## src/rtl/maxpool_pkg.sv

```systemverilog
// Shared constants, types and the compare helper for the streaming max-pool block.
// Optional argmax output is enabled by defining MAXPOOL_ARGMAX_EN.
package maxpool_pkg;

    localparam int NUM_CH_DEF    = 8;
    localparam int DATA_W_DEF    = 8;
    localparam int POOL_SIZE_DEF = 5;

    // Widest sample the compare helper handles; callers extend into this width.
    localparam int CMP_W = 64;

    localparam int IDX_W_DEF = (POOL_SIZE_DEF > 1) ? $clog2(POOL_SIZE_DEF) : 1;
    typedef logic [IDX_W_DEF-1:0] idx_t;

    // Larger of a and b; a (the earlier value) wins ties.
    // Callers sign-extend for signed compares and zero-extend otherwise.
    function automatic logic [CMP_W-1:0] max_sel(input logic [CMP_W-1:0] a,
                                                 input logic [CMP_W-1:0] b,
                                                 input logic             is_signed);
        logic b_gt;
        if (is_signed)
            b_gt = $signed(b) > $signed(a);
        else
            b_gt = b > a;
        return b_gt ? b : a;
    endfunction

endpackage

```

## src/rtl/maxpool_channel.sv

```systemverilog
// Per-channel accumulator and compare path for maxpool_stream.
// With MAXPOOL_ARGMAX_EN defined, also tracks the position of the first maximum.
module maxpool_channel
    import maxpool_pkg::*;
#(
    parameter int DATA_W    = DATA_W_DEF,
    parameter int POOL_SIZE = POOL_SIZE_DEF,
    parameter int SIGNED    = 1,
    parameter int IDX_W     = (POOL_SIZE > 1) ? $clog2(POOL_SIZE) : 1
) (
    input  logic              clk,
    input  logic              rst,
    input  logic              accept,
    input  logic              complete,
    input  logic              first,
    input  logic [DATA_W-1:0] sample,
`ifdef MAXPOOL_ARGMAX_EN
    input  logic [IDX_W-1:0]  pos,
    output logic [IDX_W-1:0]  res_idx,
`endif
    output logic [DATA_W-1:0] res
);

    logic [DATA_W-1:0] acc_q;
    logic [DATA_W-1:0] cand;
    logic [CMP_W-1:0]  a_ext;
    logic [CMP_W-1:0]  b_ext;
    logic [CMP_W-1:0]  m_ext;
    logic              b_wins;

`ifdef MAXPOOL_ARGMAX_EN
    logic [IDX_W-1:0]  acc_idx_q;
    logic [IDX_W-1:0]  cand_idx;
`endif

    // Candidate value: the new sample opens a window, otherwise running max with it.
    always_comb begin
        if (SIGNED != 0) begin
            a_ext = CMP_W'($signed(acc_q));
            b_ext = CMP_W'($signed(sample));
        end else begin
            a_ext = CMP_W'(acc_q);
            b_ext = CMP_W'(sample);
        end
        m_ext  = max_sel(a_ext, b_ext, SIGNED != 0);
        b_wins = first || (m_ext != a_ext);
        cand   = b_wins ? sample : acc_q;
`ifdef MAXPOOL_ARGMAX_EN
        cand_idx = first ? '0 : (b_wins ? pos : acc_idx_q);
`endif
    end

    // Accumulator tracks the running max; result register captures it on completion.
    always_ff @(posedge clk or negedge rst) begin
        if (!rst) begin
            acc_q <= '0;
            res   <= '0;
        end else begin
            if (accept)
                acc_q <= cand;
            if (complete)
                res <= cand;
        end
    end

`ifdef MAXPOOL_ARGMAX_EN
    // Argmax follows the same load/hold rules as the value path.
    always_ff @(posedge clk or negedge rst) begin
        if (!rst) begin
            acc_idx_q <= '0;
            res_idx   <= '0;
        end else begin
            if (accept)
                acc_idx_q <= cand_idx;
            if (complete)
                res_idx <= cand_idx;
        end
    end
`endif

endmodule

```

## src/rtl/maxpool_stream.sv

```systemverilog
// Streaming non-overlapping max-pool over NUM_CH channels with valid/ready and framing.
// Define MAXPOOL_ARGMAX_EN to add the out_idx argmax port.
module maxpool_stream
    import maxpool_pkg::*;
#(
    parameter int NUM_CH    = NUM_CH_DEF,
    parameter int DATA_W    = DATA_W_DEF,
    parameter int POOL_SIZE = POOL_SIZE_DEF,
    parameter int SIGNED    = 1,
    parameter int IDX_W     = (POOL_SIZE > 1) ? $clog2(POOL_SIZE) : 1
) (
    input  logic                          clk,
    input  logic                          rst,
    input  logic                          en,
    input  logic                          in_valid,
    output logic                          in_ready,
    input  logic [NUM_CH-1:0][DATA_W-1:0] in_data,
    input  logic                          in_last,
    output logic                          out_valid,
    input  logic                          out_ready,
    output logic [NUM_CH-1:0][DATA_W-1:0] out_data,
`ifdef MAXPOOL_ARGMAX_EN
    output logic [NUM_CH-1:0][IDX_W-1:0]  out_idx,
`endif
    output logic                          out_last
);

    logic [IDX_W-1:0] cnt;
    logic             accept;
    logic             fire;
    logic             complete;
    logic             first;

    // Handshake: en gates both sides so a low enable freezes everything.
    always_comb begin
        in_ready = en & (~out_valid | out_ready);
        accept   = in_valid & in_ready;
        fire     = out_valid & out_ready & en;
        first    = (cnt == '0);
        complete = accept & (in_last | (cnt == IDX_W'(POOL_SIZE - 1)));
    end

    // Window position counter; in_last closes a short window early.
    always_ff @(posedge clk or negedge rst) begin
        if (!rst)
            cnt <= '0;
        else if (complete)
            cnt <= '0;
        else if (accept)
            cnt <= cnt + 1'b1;
    end

    // Output valid/last: a new completion overrides a same-cycle fire.
    always_ff @(posedge clk or negedge rst) begin
        if (!rst) begin
            out_valid <= 1'b0;
            out_last  <= 1'b0;
        end else if (complete) begin
            out_valid <= 1'b1;
            out_last  <= in_last;
        end else if (fire) begin
            out_valid <= 1'b0;
        end
    end

    for (genvar c = 0; c < NUM_CH; c++) begin : g_ch
        maxpool_channel #(
            .DATA_W    (DATA_W),
            .POOL_SIZE (POOL_SIZE),
            .SIGNED    (SIGNED),
            .IDX_W     (IDX_W)
        ) u_ch (
            .clk      (clk),
            .rst      (rst),
            .accept   (accept),
            .complete (complete),
            .first    (first),
            .sample   (in_data[c]),
`ifdef MAXPOOL_ARGMAX_EN
            .pos      (cnt),
            .res_idx  (out_idx[c]),
`endif
            .res      (out_data[c])
        );
    end

endmodule

```

## config.mk

```make
export PLATFORM = sky130hd
export DESIGN_NAME = maxpool_stream
export DESIGN_NICKNAME = d
export VERILOG_FILES = /design/src/rtl/maxpool_pkg.sv /design/src/rtl/maxpool_channel.sv /design/src/rtl/maxpool_stream.sv
export SDC_FILE = /design/constraint.sdc
export NUM_CORES = 1
export LEC_CHECK = 0
export ABC_CLOCK_PERIOD_IN_PS = 4900
export CORE_UTILIZATION = 48
export DETAILED_ROUTE_END_ITERATION = 12
export PLACE_DENSITY = 0.73
export SYNTH_ARGS = -nofsm -noshare
export SYNTH_HDL_FRONTEND = slang
export SYNTH_HIERARCHICAL = 1
export SYNTH_SLANG_ARGS = --single-unit
export TNS_END_PERCENT = 10
```

## constraint.sdc

```tcl
create_clock -name clk -period 4.9 [get_ports clk]
set_input_delay 0.735 -clock clk [delete_from_list [all_inputs] [get_ports clk]]
set_output_delay 0.735 -clock clk [all_outputs]
set_load 0.1 [all_outputs]
```

# Word level (Yosys, flattened, before mapping)
# Index checks and enable logic that the tools add are counted.
[totals]
regBits = 133
in_bits = 70
elab_cells = 76
[classes]
addsub = 1
magnitude_cmp = 8
n_eq_ne = 9
n_mux = 20
bitwise_logic = 8
reduce_logical = 11
[ops]
columns = ["operator", "n"]
rows = [
  ["$mux 64", 8],
  ["$ne 64x64->1", 8],
  ["$gt 8x8->1", 8],
  ["$mux 8", 8],
  ["$logic_or 1x1->1", 8],
  ["$mux 3", 2],
  ["$and 1x1->1", 5],
  ["$reduce_bool 2->1", 2],
  ["$add 3x1->3 const B", 1],
  ["$eq 3x3->1 const B", 1],
  ["$logic_not 3->1", 1],
  ["$mux 1", 2],
  ["$or 1x1->1", 2],
  ["$not 1->1", 1],
]

# Longest topological paths before layout
# Gate-level depths: netlist (run 1).
[depth]
word_depth = 6
ltp_mapped = 9

# By module
# Netlist (run 1), hierarchy kept.
[modules_own_cells]
columns = ["mod", "instances", "cells_each", "area_each_um2", "seq_area_each_um2"]
rows = [
  ["maxpool_channel", 8, 101, 1014.7, 400.4],
  ["maxpool_stream", 1, 28, 285.3, 125.1],
]

# Least setup slack after synthesis (run 1)
# Ideal clock, no wire load.
[synth_path]
kind = "reg-to-reg"
start = "register cnt[0]"
end = "register g_ch[0].u_ch.acc_q[0]"
setup_ns = 0.125
t_arrival_ns = 3.591
required_time_ns = 4.775
path_slack_ns = 1.184
stages_incl_launch_ff = 6
path_buffers = 0
path_cell_list = "dfrtp_1 -> inv_1 -> ha_1 -> nor2b_1 -> o21ai_4 -> mux2_2"
[synth_between]
elab_chain_len = 3
[synth_rtl]
columns = ["element", "line", "text"]
rows = [
  ["from (decl)", "maxpool_stream.sv:28", "logic [IDX_W-1:0] cnt;"],
  ["from (signal assigned)", "maxpool_stream.sv:50", "cnt <= cnt + 1'b1;"],
  ["$logic_not 3->1", "maxpool_stream.sv:39", "first = (cnt == '0);"],
  ["via first", "maxpool_stream.sv:32", "logic first;"],
  ["$logic_or 1x1->1", "maxpool_channel.sv:46", "b_wins = first || (m_ext != a_ext);"],
  ["$mux 8", "maxpool_channel.sv:47", "cand = b_wins ? sample : acc_q;"],
  ["to (signal assigned)", "maxpool_channel.sv:60", "acc_q <= cand;"],
  ["to (decl)", "maxpool_channel.sv:24", "logic [DATA_W-1:0] acc_q;"],
]
# The timed path passes the listed nets, and every way through them passes these cells.
# A chain may end at the register's enable or synchronous reset.

# Worst setup path after layout (run 1)
[layout_path]
start = "input port out_ready"
end = "output port in_ready"
[layout_between]
elab_chain_len = 2
[layout_rtl]
columns = ["element", "line", "text"]
rows = [
  ["from (decl)", "maxpool_stream.sv:20", "input logic out_ready,"],
  ["$or 1x1->1", "maxpool_stream.sv:36", "in_ready = en & (~out_valid | out_ready);"],
  ["$and 1x1->1", "maxpool_stream.sv:36", ""],
  ["to (decl)", "maxpool_stream.sv:16", "output logic in_ready,"],
]
# Every way passes these cells.

==> reports/results.txt, run 1 <==
CP startpoint kind: input pin
Register area share after synthesis: 39.61%
Post-DP HPWL: 12310 um
Vias in the first global route: 6104
Clock transition at path regs: 0.06 ns
Distinct cells, synth: 33
DP Cell Count: 1169
Core box area: 17180 um2
Synth top area cells: dfrtp_1 (40%), ha_1 (9.8%), mux2_2 (8.6%)
Initial antenna violation count: 2
Worst Slack Setup Final: 1.565 ns
Via count: 6457
#FFs+latches synth: 133
R2R cell count: 7
CP Class: input pin to output port
Leak: 4.615 nW
Root Driver: clkbuf_16
FF/Latch Area: 3328 um2
Final Max Slew Viols: 0
Multi-input logic area: 4583 um2
Arr. time, crit path: 2.60 ns
Largest net degree at the start of global routing: 105
Num CTS Buffers: 17
Cts hold-fix bufs: 0
First-pass GRT wire length: 29130 um
GPL Wtd Cong: 0.8406
RSZ-0062 raised after global routing: no
Power Density: 706.7 nW/um2
Element type at the critical path end: output port
CTS tree: done
Final ANT Viol Nets: 0
Final Hold Viols: 0
Nets: 1099
Tightest Hold Check Type: input pin to asynchronous set/reset pin
Final setup skew: 0.007579 ns
H-tree depth: 4
CTS resizes: 0
Rel. slew slack: 29.56%
Total power: 7.521 mW
Initial Util: 48.92%
DRC: 0
Post-synthesis instance area: 8403 um2
Avg Cell Area, Syn: 10.05 um2
VDD IR max: 0.3934 mV
Cells after synthesis: 836
Total wire length: 17560 um
Post-CTS Setup Inserts: 0
Drt initial violations: 202
DR WL/cell: 14.60 um
Synth-to-Final Area Change: 26.65%
CP required: 4.16 ns
Fin Setup TNS: 0 ns
Die Y: 134.3 um
I/O Buffers: 136
Overflow left after global routing: 0
Total die area: 18040 um2
Net Count, Synth: 972
CTS Buffer Depth: 2
Non-filler cells, final: 1203
Total GRT Usage: 20.22%
Synth warn: 6
Max cap viols: 0
Fmax: 299.9 MHz
Clock Latency Late Sink: 0.42 ns
Row cnt: 48
Clock sinks: 133
Fill count: 1501
Layout cells sized above 1: 18.14%
Vias per inst: 5.367
Post-layout utilization of the core: 61.96%
Die X: 134.3 um
Crit path time final: 3.335 ns
Num ports: 137
# setup viols final: 0
TritonRoute pass-1 iters: 4
Share of the synthesized area in the top cell type: 39.61%
Cell taking the most area after synthesis: dfrtp_1
Critical path peak fanout: 5
Pre-CTS setup slack: 1.564 ns
Status: completed
Final worst-path cycle share: 68.06%
Slew @ Worst Pin: 1.055 ns
[power by group]
| part | switching [mW] | internal [mW] | leakage, nW |
|---|---|---|---|
| Clock | 0.476 | 1.07 | 0.346 |
| Combinational | 2.79 | 1.31 | 2.75 |
| Sequential | 0.333 | 1.55 | 1.52 |
| Total | 3.60 | 3.92 | 4.62 |
[cell usage after synthesis]
| cell type | instances |
|---|---|
| o22ai_1 | 1 |
| inv_1 | 85 |
| or3_1 | 9 |
| o31a_2 | 8 |
| mux2i_1 | 1 |
| o21ai_4 | 8 |
| a21o_1 | 8 |
| o211ai_1 | 8 |
| o21ai_0 | 64 |
| o211a_4 | 8 |
| nor4_1 | 16 |
| ha_1 | 66 |
| a32o_1 | 1 |
| buf_1 | 8 |
| nand2_1 | 9 |
| nand4b_1 | 1 |
| nor2_1 | 73 |
| nor2b_1 | 9 |
| o2bb2ai_1 | 1 |
| dfrtp_1 | 133 |
| xor2_1 | 64 |
| mux2_2 | 64 |
| a31oi_1 | 56 |
| buf_6 | 8 |
| a22o_2 | 1 |
| nand4_1 | 18 |
| a21oi_1 | 33 |
| nand2b_4 | 1 |
| nand3_1 | 1 |
| and2_1 | 1 |
| or3_2 | 48 |
| a2111o_1 | 8 |
| clkbuf_1 | 16 |
[logic make-up after synthesis]
logic type | after synthesis | share of synthesized area [%]
compound gates | 205 | 17.03
fa+ha+maj | 66 | 9.827
simple gates | 186 | 12.22
buf+inv | 117 | 5.941
flops | 133 | 39.61
mux | 65 | 8.696
xor+xnor | 64 | 6.671
[path summary, 6_finish.rpt]
kind / slack, ns / end / from
max: 1.57 / in_ready / out_ready
max in group asynchronous: 3.50 / g_ch[5].u_ch/res[4] / rst
max reg2reg: 2.44 / g_ch[0].u_ch/acc_q[5] / g_ch[0].u_ch/acc_q[5]
min in group clk: 0.51 / out_last / out_last
min reg2reg: 0.51 / out_last / out_last
min: 0.41 / g_ch[2].u_ch/res[3] / rst
[sequential cells by signal, summed over array words and instances, names as in the netlist]
register and flops:
cnt 3, out_valid 1, g_ch.u_ch/res 64, out_last 1, g_ch.u_ch/acc_q 64
[critical path, cell delays in order]
cell and delay (ns):
clkdlybuf4s50_1 0.48, nand2b_4 0.14, and2_1 0.12, clkdlybuf4s50_1 1.12
[cell type report]
type                            count  share of cell area (%)
Tap cell                          225                   2.645
Timing Repair Buffer              140                   13.20
Sequential cell                   133                   31.27
Inverter                           85                   3.021
Clock inverter                     14                   2.622
Antenna cell                        2                 0.04703
Multi-Input combinational cell    586                   43.06
Clock buffer                       18                   4.126
[routing by layer]
layer	routed length [um]	global-route usage, %	vias to the layer above
met4	209	5.680	0
met2	8184	32.67	113
met3	702	4.724	12
li1	-	-	3266
met5	0	0	-
met1	8462	27.07	3066
[metrics by stage]
step | hold WS (ns) | cell area (um2)
final | 0.4108 | 10640
after global routing | 0.4947 | 10640
after detailed placement | 0.4966 | 9920
after CTS | 0.4532 | 10640
after global placement | 0.4940 | 9920
after floorplan | 0.4394 | 8403
[layout by cell type, fill, tap and decap left out, drive strengths merged, types with 9 or more instances in the layout]
master and count:
inv 85, ha 66, mux2 64, nand4 18, o21ai 72, nor2 73, nor2b 9, nand2 9
clkbuf 18, a21oi 33, xor2 64, nor4 16, dfrtp 133, or3 57, clkdlybuf4s50 135, a31oi 56
Power figures use the tool's default switching activity.
==> run 2: changes to the inputs <==
Settings changed: ABC_CLOCK_PERIOD_IN_PS 4900 to 3300.
Clock period 4.9 ns to 3.3 ns, I/O delays scaled along.
==> run 2 against run 1 <==
Against the previous run:
- hold slack worse by 0.23 ns
- register-to-register slack worse by 1.5 ns
- setup slack worse by 0.89 ns
- sequential power up 48%
- clock-buffer cell count up 4
- cell count unchanged
- global-route usage up 0.24 points
- die area unchanged
- wire length about the same
- utilization down 0.33 points
==> reports/results.txt, run 2 (synthesized netlist as in run 1, its figures left out) <==
Most frequent cells in the layout: dfrtp_1 (133), clkdlybuf4s50_1 (125), inv_1 (84)
Tightest Hold Check Type: input pin to asynchronous set/reset pin
Num ports: 137
P_int: 5.633 mW
Worst Slack Setup Final: 0.6771 ns
Core box area: 17180 um2
Drt initial violations: 218
First-pass GRT wire length: 29620 um
Status: completed
H-tree depth: 4
CP Class: input pin to flip-flop
Max cap viols: 0
Synth-to-Final Area Change: 25.98%
VDD IR max: 0.5399 mV
Final setup skew: 0.008721 ns
CP startpoint kind: input pin
Switch Pwr: 5.305 mW
TritonRoute pass-1 iters: 5
Top Registers: g_ch.u_ch/acc_q (64), g_ch.u_ch/res (64), cnt (3)
Fin Setup TNS: 0 ns
Final ANT Viol Nets: 0
Pre-CTS setup slack: 0.2535 ns
CP required: 3.60 ns
Clock Latency Late Sink: 0.42 ns
Post-layout utilization of the core: 61.63%
Clock transition at path regs: 0.06 ns
Logic pwr share: 55.3%
Number of diodes: 0
CTS Buffer Depth: 2
Largest net degree at the start of global routing: 108
Num CTS Buffers: 17
Final Max Slew Viols: 0
Total wire length: 17550 um
DRC: 0
Clock sinks: 133
Area after DPL: 9930 um2
Total GRT Usage: 20.46%
DR WL/cell: 14.59 um
Fmax: 381.3 MHz
Initial Util: 48.92%
Post-CTS Setup Inserts: 0
DP Cell Count: 1172
Fill count: 1478
Power Density: 1033 nW/um2
Root Driver: clkbuf_16
Non-filler cells, final: 1203
GPL Wtd Cong: 0.8297
RSZ-0062 raised after global routing: no
Rel. slew slack: 32.85%
Via count: 6469
I/O Buffers: 136
Die X: 134.3 um
Vias per inst: 5.377
CTS tree: done
Switch share: 48.50%
Crit path time final: 2.623 ns
Seq pwr share: 25.5%
Die Y: 134.3 um
Element type at the critical path end: flip-flop
Row cnt: 48
Nets: 1102
Cts hold-fix bufs: 0
Vias in the first global route: 6318
Layout cells sized above 1: 19.22%
Critical path peak fanout: 17
Initial antenna violation count: 1
Final Cell Area: 10590 um2
Clock share of power: 19.2%
Final Hold Viols: 0
CTS resizes: 0
Post-DP HPWL: 12530 um
Most common cell after layout, fill and taps aside: dfrtp_1
Final worst-path cycle share: 79.48%
Total die area: 18040 um2
Arr. time, crit path: 2.93 ns
Leak: 4.614 nW
Overflow left after global routing: 0
Slew @ Worst Pin: 1.004 ns
# setup viols final: 0
## run 2: cell count changes in the layout (fill, tap and decap cells not counted), sizes merged
cell,delta
diode,-2
buf,+13
clkinvlp,-1
bufinv,-3
clkbuf,+4
clkinv,-1
clkdlybuf4s50,-10
## run 2: worst paths after layout
path / startpoint / to / slack [ns] / depth (start not counted)
worst min register to register: g_ch[1].u_ch/res[0] / g_ch[1].u_ch/res[0] / 0.52 / 2
max in group asynchronous: rst / g_ch[0].u_ch/acc_q[0] / 2.32 / 2
worst max-delay path: in_data[21] / g_ch[2].u_ch/acc_q[2] / 0.68 / 7
worst min-delay path: rst / g_ch[2].u_ch/acc_q[3] / 0.18 / 1
min in group clk: g_ch[1].u_ch/res[0] / g_ch[1].u_ch/res[0] / 0.52 / 2
worst max register to register: g_ch[5].u_ch/acc_q[5] / g_ch[5].u_ch/acc_q[4] / 0.89 / 7
## run 2: metal layers
layer | vias up | GRT usage, % | share of wire, % | wire, um
met5 | - | 0 | 0 | 0
met4 | 0 | 7.740 | 1.6 | 289
met3 | 22 | 4.195 | 3.9 | 688
met2 | 120 | 34.17 | 48 | 8339
met1 | 3073 | 26.06 | 47 | 8235
li1 | 3254 | - | - | -
## run 2: critical path: stages
cell	delay (ns)
clkdlybuf4s50_1	0.51
ha_1	0.37
a21o_1	0.17
a2111o_1	0.41
o211a_4	0.32
o21ai_4	0.28
mux2_2	0.37
## run 2: cell type report
class | count | area [um2] | area share, %
Multi-Input combinational cell | 586 | 4583 | 43.29
Sequential cell | 133 | 3328 | 31.44
Timing Repair Buffer | 143 | 1415 | 13.37
Clock buffer | 22 | 484.2 | 4.574
Inverter | 85 | 321.6 | 3.037
Tap cell | 225 | 281.5 | 2.659
Clock inverter | 9 | 172.7 | 1.631
## run 2: power groups by stage
stage	Combinational [mW]	Sequential (mW)	Clock (mW)
6_report	6.05	2.79	2.10
5_1_grt	6.51	2.89	2.22
4_1_cts	6.07	2.80	2.15
3_5_place_dp	6.05	2.82	0
3_3_place_gp	5.97	2.79	0
2_1_floorplan	2.55	5.05	0
## run 2: metrics by stage
stage	hold WS, ns	total power, mW
final	0.1797	10.94
after detailed placement	0.5114	8.866
after global routing	0.2982	11.62
after floorplan	0.1994	7.600
after global placement	0.4968	8.763
after CTS	0.2492	11.02
==> run 3: changes to the inputs <==
Settings changed: ABC_CLOCK_PERIOD_IN_PS 3300 to 2600.
Clock period 3.3 ns to 2.6 ns, I/O delays scaled along.
==> run 3 against run 2 <==
Against the previous run:
- global-route usage up 0.97 points
- critical path type unchanged
- critical path depth unchanged
- clock-buffer cell count up 1
- clock power up 22%
- power up 27%
==> reports/results.txt, run 3 (synthesized netlist as in run 1, its figures left out) <==
Most common cell after layout, fill and taps aside: dfrtp_1
Logic pwr share: 56.0%
DP Cell Count: 1229
R2R Setup Slk: 0.16 ns
Fin Setup TNS: 0 ns
P_int: 7.115 mW
Most frequent cells in the layout: dfrtp_1 (133), buf_4 (125), inv_1 (84)
Switch share: 48.93%
Total die area: 18040 um2
DRC: 0
Pre-CTS setup slack: -0.3013 ns
Final worst-path cycle share: 94.69%
Clock share of power: 18.3%
R2R cell count: 7
Nets: 1160
Total GRT Usage: 21.43%
Root Driver: clkbuf_16
WHS: 0.5148 ns
Tightest Hold Check Type: flip-flop to flip-flop
Worst Setup SP: in_data[21]
Critical path's slowest cell: clkdlybuf4s50_1
Max cap viols: 0
Power Density: 1277 nW/um2
Synth-to-Final Area Change: 29.84%
Grt met2 use: 35.32%
Area after DPL: 10260 um2
Worst Slack Setup Final: 0.1380 ns
Initial antenna violation count: 2
I/O Buffers: 136
CTS Buffer Depth: 2
Row cnt: 48
DR WL/cell: 14.64 um
Capturing point of the worst reg2reg path: g_ch[1].u_ch/acc_q[2]
Min-Delay Path Depth: 1
Clock sinks: 133
Crit path largest cell delay: 0.48 ns
Final Hold Viols: 0
Num ports: 137
Leak: 4.933 nW
Clock Latency Late Sink: 0.41 ns
Total wire length: 18480 um
Final setup skew: 0.005394 ns
RSZ-0062 raised after global routing: no
TritonRoute pass-1 iters: 5
Num CTS Buffers: 17
M3 GR Usage: 4.837%
First-pass GRT wire length: 31060 um
H-tree depth: 4
Post-layout utilization of the core: 63.52%
Seq pwr share: 25.6%
Top Registers: g_ch.u_ch/acc_q (64), g_ch.u_ch/res (64), cnt (3)
Vias in the first global route: 6619
FF-to-FF Start: g_ch[1].u_ch/acc_q[5]
Crit path time final: 2.462 ns
Fill count: 1431
Post-DP HPWL: 13480 um
GPL Wtd Cong: 0.8636
Final Max Slew Viols: 0
Initial Util: 48.92%
Drt initial violations: 243
GR peak layer: met2
Total power: 13.93 mW
Via count: 6725
M1 GR Usage: 27.81%
Status: completed
CP startpoint kind: input pin
Arr. time, crit path: 2.76 ns
Number of diodes: 0
# setup viols final: 0
CP cell instances: clkdlybuf4s50_1 -> ha_1 -> a21o_1 -> a2111o_1 -> o211a_4 -> o21ai_4 -> mux2_2
Rel. slew slack: 58.40%
Non-filler cells, final: 1262
End of the critical path: g_ch[2].u_ch/acc_q[6]
Slew @ Worst Pin: 0.6241 ns
CP required: 2.89 ns
Clock transition at path regs: 0.06 ns
Die X: 134.3 um
Overflow left after global routing: 0
Element type at the critical path end: flip-flop
Switch Pwr: 6.817 mW
Final ANT Viol Nets: 0
CP Class: input pin to flip-flop
Vias per inst: 5.329
VDD IR max: 0.7660 mV
Fmax: 406.2 MHz
Largest net degree at the start of global routing: 137
Core box area: 17180 um2
Critical path peak fanout: 12
Final Cell Area: 10910 um2
Die Y: 134.3 um
CTS tree: done
Layout cells sized above 1: 29.12%
-- run 3: cell types whose count changed in the layout (fill, tap and decap cells not counted), sizes merged --
cell and change:
clkinv +1, buf +114, clkbuf +1, clkdlybuf4s50 -57, dlygate4sd3 +1, bufinv -1
-- run 3: area by class of cell --
type	count	area [um2]	area share, %
clock buffers	23	488.0	4.472
clock inverters	9	147.6	1.353
flip-flops and latches	133	3328	30.50
multi-input cells	586	4583	42.01
repair buffers	201	1760	16.14
inverters	85	321.6	2.947
well taps	225	281.5	2.580
-- run 3: what timing repair did --
| action | in CTS | in global routing |
|---|---|---|
| hold buffers | 1 | 0 |
| resized for setup | 0 | 0 |
| buffers inserted | 0 | 0 |
| endpoints found under the hold margin | 28 | 0 |
-- run 3: how the worst min path moves through the flow --
| stage | endpoint | slack [ns] | start |
|---|---|---|---|
| final | out_last | 0.51 | out_last |
| after global routing | out_last | 0.53 | out_last |
| after CTS | out_last | 0.52 | out_last |
| after detailed placement | g_ch[2].u_ch/acc_q[0] | 0.43 | rst |
| after global placement | g_ch[2].u_ch/acc_q[0] | 0.42 | rst |
| after floorplan | cnt[0] | 0.09 | rst |
-- run 3: worst max-delay path, delay by kind of cell --
kind / cells / cell delay (ns)
adders and majority gates: 1 / 0.35
AOI/OAI and AO/OA: 4 / 1.17
buffers and inverters: 1 / 0.48
muxes: 1 / 0.37
-- run 3: metal layers --
metal | routed length (um) | share of wire (%)
met1 | 8715 | 47
met2 | 8803 | 48
met3 | 704 | 3.8
met4 | 253 | 1.4
met5 | 0 | 0
-- run 3: power by group through the flow --
stage / logic (mW) / clock network (mW) / registers, mW
3_5_place_dp: 7.81 / 0 / 3.60
2_1_floorplan: 3.24 / 0 / 6.41
5_1_grt: 8.40 / 2.72 / 3.69
4_1_cts: 7.84 / 2.63 / 3.57
3_3_place_gp: 7.69 / 0 / 3.55
6_report: 7.81 / 2.56 / 3.57
